`src/rtl/cordic_result_collector.sv`:
```
// Result collector for the CORDIC core: FWFT circular buffer for core results,
// in-flight job accounting and a credit that keeps every issued job storable.
module cordic_result_collector #(
  parameter int WIDTH = 32,
  parameter int DEPTH = 8,
  parameter int AW    = 3
) (
  input  logic             clk,
  input  logic             rst_n,
  input  logic             valid_in_interface,
  input  logic             valid_out_interface,
  input  logic [WIDTH-1:0] out_interface,
  input  logic             r_en,
  output logic [WIDTH-1:0] data_r,
  output logic             empty,
  output logic             full,
  output logic [AW:0]      level,
  output logic [AW:0]      inflight,
  output logic             credit_ok,
  output logic             overflow,
  output logic             underflow,
  input  logic             clr_err
);

  localparam logic [AW:0]   L_DEPTH    = (AW+1)'(DEPTH);
  localparam logic [AW+1:0] L_DEPTH_X  = (AW+2)'(DEPTH);

  logic [WIDTH-1:0] r_mem [DEPTH];
  logic [AW-1:0]    r_wr_ptr;
  logic [AW-1:0]    r_rd_ptr;
  logic [AW:0]      r_level;
  logic [AW:0]      r_inflight;
  logic             r_overflow;
  logic             r_underflow;

  logic             w_empty;
  logic             w_full;
  logic             w_push;
  logic             w_pop;
  logic             w_set_ovf;
  logic             w_set_unf;
  logic [AW+1:0]    w_occupancy;

  assign w_empty     = (r_level == '0);
  assign w_full      = (r_level == L_DEPTH);
  assign w_pop       = r_en && !w_empty;
  assign w_push      = valid_out_interface && (!w_full || w_pop);
  assign w_set_ovf   = valid_out_interface && w_full && !w_pop;
  assign w_set_unf   = (r_en && w_empty) || (valid_out_interface && (r_inflight == '0));
  assign w_occupancy = {1'b0, r_level} + {1'b0, r_inflight};

  // Storage is not reset; only the pointers and level decide what is valid.
  always_ff @(posedge clk) begin
    if (w_push) r_mem[r_wr_ptr] <= out_interface;
  end

  always_ff @(posedge clk or negedge rst_n) begin
    if (!rst_n) begin
      r_wr_ptr    <= '0;
      r_rd_ptr    <= '0;
      r_level     <= '0;
      r_inflight  <= '0;
      r_overflow  <= 1'b0;
      r_underflow <= 1'b0;
    end else begin
      if (w_push) r_wr_ptr <= r_wr_ptr + 1'b1;
      if (w_pop)  r_rd_ptr <= r_rd_ptr + 1'b1;

      case ({w_push, w_pop})
        2'b10:   r_level <= r_level + 1'b1;
        2'b01:   r_level <= r_level - 1'b1;
        default: r_level <= r_level;
      endcase

      // A result with nothing outstanding is flagged as underflow and leaves inflight at 0.
      if (valid_in_interface && !valid_out_interface) begin
        if (r_inflight != L_DEPTH) r_inflight <= r_inflight + 1'b1;
      end else if (!valid_in_interface && valid_out_interface) begin
        if (r_inflight != '0) r_inflight <= r_inflight - 1'b1;
      end

      if (w_set_ovf)    r_overflow <= 1'b1;
      else if (clr_err) r_overflow <= 1'b0;

      if (w_set_unf)    r_underflow <= 1'b1;
      else if (clr_err) r_underflow <= 1'b0;
    end
  end

  assign data_r    = w_empty ? '0 : r_mem[r_rd_ptr];
  assign empty     = w_empty;
  assign full      = w_full;
  assign level     = r_level;
  assign inflight  = r_inflight;
  assign credit_ok = (w_occupancy < L_DEPTH_X);
  assign overflow  = r_overflow;
  assign underflow = r_underflow;

endmodule
```
`config.mk`:
```
export PLATFORM = sky130hd
export DESIGN_NAME = cordic_result_collector
export DESIGN_NICKNAME = d
export VERILOG_FILES = /design/src/rtl/cordic_result_collector.sv
export SDC_FILE = /design/constraint.sdc
export NUM_CORES = 1
export LEC_CHECK = 0
export CAP_MARGIN = 15
export CORE_MARGIN = 3
export CORE_UTILIZATION = 40
export CTS_CLUSTER_DIAMETER = 150
export DETAILED_ROUTE_END_ITERATION = 16
export HOLD_SLACK_MARGIN = 0.06
export PLACE_DENSITY = 0.61
export RECOVER_POWER = 50
export SETUP_SLACK_MARGIN = 0.3
export SLEW_MARGIN = 20
export SYNTH_ARGS = -nofsm -noshare
export SYNTH_HDL_FRONTEND = slang
export SYNTH_SLANG_ARGS = --single-unit
export TNS_END_PERCENT = 5
```
`constraint.sdc`:
```
create_clock -name clk -period 9.35 [get_ports clk]
set_input_delay 2.3375 -clock clk [delete_from_list [all_inputs] [get_ports clk]]
set_output_delay 2.3375 -clock clk [all_outputs]
set_load 0.01 [all_outputs]
```
==> flow_metrics.tcl <==
set metrics [dict create \
    status "complete, no violations" \
    grt_remaining_overflow 0 \
    detail-route-antenna-nets 0 \
    postLayoutSetupSlackWorst_ns 3.559 \
    hold_viol 0 \
    p_leak_nw 4.300 \
    initial_core_util 0.4085 \
    internal_power_mw 2.958 \
    max_freq_mhz 172.7 \
    htree_levels 1 \
    ff2ff_setup_slack_ns 6.43 \
    clkPwrFrac 0.272 \
    yosysTopAreaCell "edfxtp_1" \
    syn_inst 513 \
    vias 5109 \
    drc_errors 0 \
    path_cells "buf_4 > mux4_2 > mux2i_1 > nor2_1 > clkdlybuf4s50_1" \
    cp-end-kind "output port" \
    yosys_warnings 0 \
    setup_viol_count_final 0 \
    criticalPathCategory "flop to output port" \
    critPathRequiredTime_ns 7.01 \
    drtIter0Drc 477 \
    finalPower_mw 4.162 \
    reg2reg_depth 4 \
    gp_congestion 0.6854 \
    grt_first_pass_wirelength_um 32110 \
    die_x_um 169.6 \
    timing.final.crit_share 0.6194 \
    drv_slew 0 \
    critPathCapture "data_r[30]" \
    min_path_type "flop to flop" \
    arrival_ns 3.45 \
    crit_slowest_cell "dfrtp_4" \
    post_drt_wl_per_cell_um 21.33 \
    clock_sinks 272 \
    wirelength_um 20710 \
    cp_max_fo 39 \
    coreArea_um2 26210 \
    cap_violations 0 \
    yosys-top-cells-area "edfxtp_1 72%, mux4_2 13%, dfrtp_1 3.7%" \
    top_layer "met5" \
    io_pins 83 \
    clkLatencyLatePin_ns 0.53 \
    clk_pin_slew_worst_paths_ns 0.06 \
    tns_ns 0 \
    fillers 2110 \
    synth-seq-cells 272 \
    clockRootBuffer "clkbuf_16" \
    synthTopCellsByCount "256 x edfxtp_1, 64 x mux4_2, 36 x nor2_1" \
    cts_resized 0 \
    drt-pass1-iter-count 4 \
    path_depth 5 \
    synth.distinct_cells 41 \
    relSlewSlack 0.3178 \
    viasPerCell 5.262 \
    power_density_nw_per_um2 322.1 \
    tightest_slew_ns 1.018 \
    area_growth_pct 20.70 \
    cts_tree "yes" \
    numCtsBuffers 28 \
    place_hpwl_um 11620 \
    max-vdd-ir-drop_uv 132.7 \
    grt_antenna_before_repair 2 \
    die_area_um2 28760 \
    wl_met1_um 9228 \
    reg2reg_from "level[1]" \
    cp-startpoint "r_rd_ptr[0]" \
    layout-drive-gt1-share 0.2047 \
    cts_buffer_depth 3 \
    nets 662 \
    ys_async_sr_fraction 0.05882 \
    wl_met2_um 10070 \
    dieHeight_um 169.6 \
    ys_seq_area_frac 0.7556 \
    track_usage 0.1453 \
    rr_endpoint "r_mem[6][22]" \
    io_buffer_count 82 \
    yosysTopAreaCellShare 0.7182 \
    ys.flop_type "edfxtp_1" \
    first_global_vias 5434 \
    rows 59 \
    p_switching_mw 1.204 \
    rsz0062_at_grt "no" \
    dp_slack_ns 3.970 \
    ctsHoldBuffers 0 \
    path_buf_inv 2 \
    syn_area_per_cell_um2 20.87 \
    synth_edf_count 256 \
    wl_met3_um 1089 \
    cpPeakStageDelay_ns 0.78 \
    synth_nets 561 \
    cp_top_family "buffers and inverters" \
    finalCriticalPeriod_ns 5.791 \
    p_comb_frac 0.329 \
    p_seq_frac 0.398 \
    cp-start-kind "flop" \
    switching_share 0.2893 \
    netlist_area_um2 10700 \
    synth_most_common_cell "edfxtp_1" \
    postCtsSetupBuffers 0 \
    grt_max_degree 67 \
    finClkSkew_ns 0.01554 \
]
-- worst min-delay path, delay by kind of cell, from the launching register on --
family | cells | cell delay (ns)
flip-flops | 1 | 0.36
AND/OR/NAND/NOR | 2 | 0.12
-- power groups by stage --
stage / logic [mW] / registers [mW] / clock network (mW)
6_report: 1.37 / 1.66 / 1.13
2_1_floorplan: 0.878 / 1.63 / 0
4_1_cts: 1.41 / 1.66 / 1.16
3_5_place_dp: 1.41 / 1.69 / 0
3_3_place_gp: 1.40 / 1.67 / 0
5_1_grt: 1.49 / 1.68 / 1.21
-- through the flow --
step | util | cell area, um^2 | std cells | hold slack, ns
after floorplan | - | 10700 | 513 | 0.5213
after global placement | 0.4572 | 11980 | 919 | 0.4747
after detailed placement | 0.4572 | 11980 | 919 | 0.4952
after CTS | 0.4934 | 12930 | 970 | 0.5091
after global routing | 0.4929 | 12920 | 970 | 0.5450
final | 0.4930 | 12920 | 971 | 0.5089
-- state kept, by name (all words and copies together), names as in the netlist --
signal,count
inflight,4
level,4
overflow,1
r_mem,256
r_rd_ptr,3
r_wr_ptr,3
underflow,1
-- cells in the final DEF (no fill, tap or decap), types with 3 or more instances in the layout --
cell	netlist	final
clkinv_1	0	4
o21ai_0	2	3
mux2i_1	33	33
edfxtp_1	256	256
nor3_2	0	3
xnor2_1	8	8
clkbuf_16	0	29
dfrtp_1	16	13
bufinv_16	0	5
mux4_2	64	64
ha_1	9	9
clkbuf_1	9	10
nand3_1	4	4
a21oi_1	5	5
buf_4	5	14
nor2_1	36	35
clkdlybuf4s50_1	0	47
nand2_1	16	16
clkinv_2	0	3
dlygate4sd3_1	0	35
inv_1	4	4
-- cell families (layout without fill, tap and decap cells) --
logic type / after synthesis / in the layout / synth area share
xor+xnor: 10 / 10 / 0.008183
simple gates: 75 / 75 / 0.03215
mux: 99 / 99 / 0.1676
other cells: 0 / 1 / 0
compound gates: 16 / 16 / 0.01017
fa+ha+maj: 10 / 10 / 0.01239
buf+inv: 31 / 153 / 0.01391
flops: 272 / 272 / 0.7556
-- how the worst min path moves through the flow --
stage / start / to / slack [ns] / depth (start not counted)
after floorplan: underflow / underflow / 0.52 / 2
after global placement: underflow / underflow / 0.47 / 2
after detailed placement: underflow / underflow / 0.50 / 2
after CTS: underflow / underflow / 0.51 / 2
after global routing: underflow / underflow / 0.55 / 2
final: underflow / underflow / 0.51 / 2
-- layout make-up --
type | instances | area [um^2] | share of cell area
Antenna cell | 1 | 2.502 | 0.0001937
Clock buffer | 38 | 759.5 | 0.05878
Clock inverter | 13 | 188.9 | 0.01462
Inverter | 5 | 23.77 | 0.001840
Multi-Input combinational cell | 210 | 2502 | 0.1937
Sequential cell | 272 | 8094 | 0.6265
Tap cell | 335 | 419.2 | 0.03244
Timing Repair Buffer | 97 | 929.6 | 0.07195
-- metal layers --
layer  track usage  vias up
li1              -     2292
met1        0.2028     2648
met2        0.2413      135
met3       0.02819       32
met4       0.02987        2
met5             0        -
No activity file was read; power rests on OpenSTA's default activity.
